[config.mk]
export PLATFORM = sky130hd
export DESIGN_NAME = arb_grant2_flat
export DESIGN_NICKNAME = d
export VERILOG_FILES = /design/src/rtl/arb_pkg.sv /design/src/rtl/arb_if.sv /design/src/rtl/rr_pick.sv /design/src/rtl/arb_grant2.sv /design/src/flat_wrapper.sv
export SDC_FILE = /design/constraint.sdc
export NUM_CORES = 1
export LEC_CHECK = 0
export BUFFER_PORTS_ARGS = -buffer_cell sky130_fd_sc_hd__buf_2
export CAP_MARGIN = 20
export CELL_PAD_IN_SITES_DETAIL_PLACEMENT = 0
export CELL_PAD_IN_SITES_GLOBAL_PLACEMENT = 1
export CORE_AREA = 2 2 39 41
export DETAILED_ROUTE_END_ITERATION = 8
export DIE_AREA = 0 0 41 43
export PLACE_DENSITY = 0.3
export SETUP_SLACK_MARGIN = 0.2
export SKIP_CTS_REPAIR_TIMING = 1
export SYNTH_ARGS = -nofsm -noshare
export SYNTH_HDL_FRONTEND = slang
export SYNTH_SLANG_ARGS = --single-unit
[constraint.sdc]
create_clock -name clk -period 1.17 [get_ports clk]
set_input_delay 0.351 -clock clk [delete_from_list [all_inputs] [get_ports clk]]
set_output_delay 0.351 -clock clk [all_outputs]
set_load 0.05 [all_outputs]
[src/rtl/arb_pkg.sv]
// Shared types and constants for the round-robin grant arbiter.
package arb_pkg;

  localparam int N_REQ_DEFAULT = 2;

  typedef logic [N_REQ_DEFAULT-1:0] req_vec_t;

  function automatic req_vec_t onehot(input int unsigned idx);
    req_vec_t v;
    v = '0;
    v[idx] = 1'b1;
    return v;
  endfunction

endpackage

[src/rtl/arb_if.sv]
// Request/grant bundle between the arbiter, its driver and passive observers.
interface arb_if #(
  parameter int N_REQ = arb_pkg::N_REQ_DEFAULT
) (
  input logic clk
);
  // request is level-sensitive and sampled on posedge clk; grant is a flop
  // output, one-hot or all-zero, and is held while its owner keeps requesting.
  logic             rst;
  logic [N_REQ-1:0] request;
  logic [N_REQ-1:0] grant;

  modport DUT     (input clk, rst, request, output grant);
  modport TEST    (input clk, grant, output request, rst);
  modport MONITOR (input clk, rst, request, grant);
endinterface

[src/rtl/rr_pick.sv]
// Combinational round-robin search: first requester after 'last', wrapping.
module rr_pick #(
  parameter int N_REQ = arb_pkg::N_REQ_DEFAULT,
  parameter int IW    = $clog2(N_REQ)
) (
  input  logic [N_REQ-1:0] request,
  input  logic [IW-1:0]    last,
  output logic             found,
  output logic [IW-1:0]    idx
);

  // Walk offsets from farthest to nearest so the nearest hit is written last.
  always_comb begin
    int cand;
    found = 1'b0;
    idx   = '0;
    cand  = 0;
    for (int i = N_REQ; i >= 1; i--) begin
      cand = int'(last) + i;
      if (cand >= N_REQ) cand = cand - N_REQ;
      if (request[cand]) begin
        found = 1'b1;
        idx   = IW'(cand);
      end
    end
  end

endmodule

[src/rtl/arb_grant2.sv]
// Registered round-robin arbiter: holder keeps the grant while requesting.
module arb_grant2
  import arb_pkg::*;
#(
  parameter int N_REQ = N_REQ_DEFAULT
) (
  input logic clk,
  input logic rst,
  arb_if.DUT  bus
);

  localparam int IW = $clog2(N_REQ);

  logic [N_REQ-1:0] grant_q;
  logic [IW-1:0]    last_q;
  logic             found;
  logic [IW-1:0]    idx;
  logic             hold;

  rr_pick #(
    .N_REQ (N_REQ),
    .IW    (IW)
  ) u_pick (
    .request (bus.request),
    .last    (last_q),
    .found   (found),
    .idx     (idx)
  );

  // grant_q is one-hot or zero, so any overlap means the holder still requests.
  assign hold = |(grant_q & bus.request);

  always_ff @(posedge clk or posedge rst) begin
    if (rst) begin
      grant_q <= '0;
      last_q  <= IW'(N_REQ - 1);
    end else if (hold) begin
      grant_q <= grant_q;
    end else if (found) begin
      grant_q      <= '0;
      grant_q[idx] <= 1'b1;
      last_q       <= idx;
    end else begin
      grant_q <= '0;
    end
  end

  assign bus.grant = grant_q;

endmodule

[src/flat_wrapper.sv]
// flat-port wrapper written by rule: the top's interface ports become plain ports
module arb_grant2_flat import arb_pkg::*;
#(
  parameter int N_REQ = N_REQ_DEFAULT
)
  (clk, rst, bus_rst, bus_request, bus_grant);
  arb_if #(.N_REQ(N_REQ)) bus_i (.clk(clk));
  input logic clk;
  input logic rst;
  input wire logic [$bits(bus_i.rst)-1:0] bus_rst;
  input wire logic [$bits(bus_i.request)-1:0] bus_request;
  output wire logic [$bits(bus_i.grant)-1:0] bus_grant;
  assign bus_i.rst = bus_rst;
  assign bus_i.request = bus_request;
  assign bus_grant = bus_i.grant;
  arb_grant2 #(.N_REQ(N_REQ)) u_core (.clk(clk), .rst(rst), .bus(bus_i));
endmodule
-- After elaboration in Yosys (flattened, before gate mapping)
Index checks and enable logic that the tools add are counted.
- input port bits: 5
- memory bits (writable): 0
- word-level logic and storage cells: 32
- bits in registers: 3
- latch bits: 0
- memories: 0
- memory bits (read-only): 0
- output and inout bits: 2
- bitwise operators: 2
- shifts and indexed selects: 0
- order comparisons: 6
- equality and inequality tests: 0
- multipliers: 0
- mux-type cells: 15
- reduce and logical (&&, ||, !) cells: 3
- div/mod/pow operators: 0
- add/sub/neg operators: 4
- operators by type and width (kind ; count):
    $lt A32 B3 Y1 const B ; 2
    $mux W32 ; 2
    $ge A32 B3 Y1 const B ; 1
    $sub A32 B3 Y32 const B ; 1
    $mux W1 ; 11
    $add A1 B2 Y3 const B ; 1
    $sub A2 B2 Y3 const B ; 1
    $add A1 B1 Y2 const B ; 1
    $and A2 B2 Y2 ; 1
    $ge A2 B2 Y1 const B ; 1
    $lt A1 B2 Y1 const B ; 1
    $mux W2 ; 1
    $reduce_and A2 Y1 ; 1
    $reduce_or A2 Y1 ; 1
    $demux W1 S1 ; 1
    $ge A1 B1 Y1 const B ; 1
    $logic_and A1 B1 Y1 ; 1
    $not A1 Y1 ; 1

-- Logic depth before layout (Yosys ltp)
- depth in word-level cells: 13
- gate-level depth with buffers: 3
- mapped depth without buffers: 3

-- Cells and area by module
From an unflattened synthesis, not the netlist that was laid out.
- cells, all modules: 15
- area, all modules: 163.9 um2
- modules (own cells, without submodules) (module ; instances ; seq. area each (um2) ; cells each ; area each (um2)):
    arb_grant2 ; 1 ; 76.3 ; 13 ; 150.1
    rr_pick ; 1 ; 0.0 ; 2 ; 13.8

-- Worst setup path before layout
Ideal clock, no wire load.
- path kind: reg-to-reg
- start point: register u_core.grant_q[1], in the netlist u_core.bus.grant[1]
- end point: register u_core.grant_q[0], in the netlist u_core.bus.grant[0]
- setup slack: -0.083 ns
- setup time: 0.120 ns
- clock period less this slack: 1.253 ns
- data arrival time: 1.133 ns
- cell stages (with the launch flop): 4
- required time: 1.050 ns
- path buffers: 0
- cells stage by stage: dfrtp_1 -> inv_2 -> a211o_1 -> nor2b_1
- cells in the longest elaborated chain, start to end: 2
- RTL lines (what ; RTL line ; source):
    start: declaration ; arb_grant2.sv:14 ; logic [N_REQ-1:0] grant_q;
    start signal: assignment ; arb_grant2.sv:38 ; grant_q <= grant_q;
    $and A2 B2 Y2 ; arb_grant2.sv:31 ; assign hold = |(grant_q & bus.request);
    $reduce_or A2 Y1 ; arb_grant2.sv:31 ;
Every way passes these cells.
A chain may end at the register's enable or synchronous reset.

-- Worst setup path after layout
- start point: register u_core.grant_q[1], in the netlist u_core.bus.grant[1]
- end point: output port bus_grant[1]
- RTL lines (what ; RTL line ; source):
    end: declaration ; flat_wrapper.sv:12 ; output wire logic [$bits(bus_i.grant)-1:0] bus_grant;
No word-level cell between the ends.

==> run metrics <==
run status completed; Clock Skew ~0.00085 ns; post-synth top area share 0.357; setup tns final 0 ns; Synth async-reset ratio 1.00; drt via density roughly 3.6; first-pass GRT wire length 545 microns; cell area after synthesis 140 sq um; internal reg-to-reg setup slack 0.07 ns; worst hold path endpoint u_core.last_q; critical path class reg2out; hold depth 2; Post-synth EDFFs 0; Worst Slack Setup Final ~0.027 ns; Syn-to-layout area delta 93.8%; Slowest-stage cell, CP dfrtp_2; initial antenna violation count 0; Setup violations, final 0; Worst R2R End u_core.last_q; CP Capture Type primary output; number of fill cells around 160; Clk Latency, worst-skew pair ~0.23 ns; Starting DRT DRC Count 2; Via Count 154; global route overflow 0; Initial Util 0.101; Detail Route Antenna Nets 0; gpl congestion about 0.55; Least-Margin Pin Slew between 0.2 and 0.25 ns; CTS sink count 3; Max stage delay on crit path roughly 0.4 ns; die boundary width ~41 microns; drt drc 0; ant diodes 0; Min-Delay Path Class in2reg; clock root cell clkbuf_4; # H-tree levels 1; Slew HR 0.840; top post-synthesis cells by area dfrtp_1 36%, dfstp_2 19%, a21oi_1 11%; Max Cap Viol 0; most common cell in the netlist a21oi_1; Finished Layout Cells 43; area leader, netlist dfrtp_1; delay-heaviest family, CP flip-flops; Crit Path Max Fanout 2; Final Power between 400 and 500 uW; highest clock rate about 870 MHz; Pre-Repair DR Iteration Count 4; pre-CTS setup slack ~0.14 ns; worst path bufs/invs 1; P_leak roughly 0.12 nW; VDD IR max around 0.00048 V; most common flop cell mapped by yosys dfrtp_1; mean area per synthesized cell between 9 and 10 sq um; DP HPWL 269 microns; Final min period ~1.1 ns; Max clock buf depth 2; CP startpoint kind register; RSZ-0062 raised after global routing yes; worst path required time roughly 0.82 ns; # nets final 33; Post-Route WL just under 400 microns; critical-path cell list buf_6; Mapped Cells 15; Hold Crit Start bus_request[0]; Post-Syn Nets 20; # rows 14; synth warn 0; area of the core between 0.001 and 0.0015 sq mm; # IOs 7; full die area between 0.0015 and 0.002 sq mm; Die Ht about 43 microns; sequential element share of the synthesized area 0.545; vias in the first global route approximately 140; final max-slew violation count 0; Yosys reg bits 3; Yosys cell types 10; placed insts 36; Reg2Reg Launch Point u_core.bus.grant[0]; PwrDens ~1800 mW/mm^2; GRT Util Overall 0.0553; worst r2r path cells 3; Worst EP arrival between 0.7 and 0.8 ns; count of final hold-check violations 0; synth cell count leaders 3 x a21oi_1, 2 x a31oi_1, 2 x dfrtp_1, 2 x inv_1; fin crit share 0.977; layout cells sized above 1 0.630; I/O Buffers 5; CTS Buf Count 3; largest net degree at the start of global routing 6; routed length per instance 9.16 microns; Worst-path clk slew 0.04 ns; CTS tree built
## stage by stage
step | hold WS (ns) | area, sq um | utilization
floorplan | 0.104 | 145 | -
global placement | 0.221 | 190 | 0.137
detailed placement | 0.216 | 190 | 0.137
CTS | -0.0390 | 216 | 0.156
global route | 0.376 | 272 | 0.196
finish | 0.370 | 272 | 0.196
## routing by layer
layer	wire [microns]	GRT usage	part of all wire	vias to the layer above
li1	-	-	-	74
met1	176	0.0583	0.45	70
met2	163	0.0594	0.41	8
met3	46	0.0314	0.12	2
met4	8	0.0800	0.020	0
met5	0	0	0	-
## cell type report
type | count | area [sq um] | share of cell area
multi-input combinational | 9 | 72.6 | 0.267
inverter | 3 | 11.3 | 0.0415
clock buffer | 4 | 26.3 | 0.0968
timing repair buffer | 8 | 62.6 | 0.230
sequential | 3 | 78.8 | 0.290
tap | 16 | 20.0 | 0.0737
## cell families after synthesis
group	Yosys count	share of synthesized area
AO/OA/AOI/OAI	6	0.259
AND/OR/NAND/NOR	3	0.116
flip-flops	3	0.545
buffers and inverters	3	0.0804
## flip-flops by register name, indices dropped and copies added (netlist names)
name              count
u_core.bus.grant      2
u_core.last_q         1
## placed cells by master, fill, tap and decap left out
cell,n
a31oi_4,1
nor2b_2,1
a21oi_1,3
buf_4,2
a211o_1,1
inv_1,2
or2_4,1
dfrtp_2,2
clkbuf_1,1
dlygate4sd3_1,1
a31oi_1,1
nand2_1,1
inv_2,1
buf_2,3
buf_6,2
clkbuf_4,3
dfstp_2,1
## how the worst max path moves through the flow
| stage | start | to | cells after the start | slack [ns] |
|---|---|---|---|---|
| 2_1_floorplan | u_core.bus.grant[1] | u_core.bus.grant[0] | 3 | 0.09 |
| 3_3_place_gp | bus_request[1] | u_core.bus.grant[0] | 4 | 0.13 |
| 3_5_place_dp | bus_request[1] | u_core.bus.grant[0] | 4 | 0.14 |
| 4_1_cts | u_core.bus.grant[0] | bus_grant[0] | 1 | -0.09 |
| 5_1_grt | u_core.bus.grant[0] | bus_grant[0] | 1 | -0.0004 |
| 6_report | u_core.bus.grant[1] | bus_grant[1] | 1 | 0.03 |
## report_power, final
part / switching, mW / internal [mW] / total [mW]
logic: 0.0820 / 0.0678 / 0.150
registers: 0.0161 / 0.130 / 0.146
clock network: 0.0565 / 0.128 / 0.184
total: 0.155 / 0.326 / 0.480
Power figures use the tool's default switching activity.
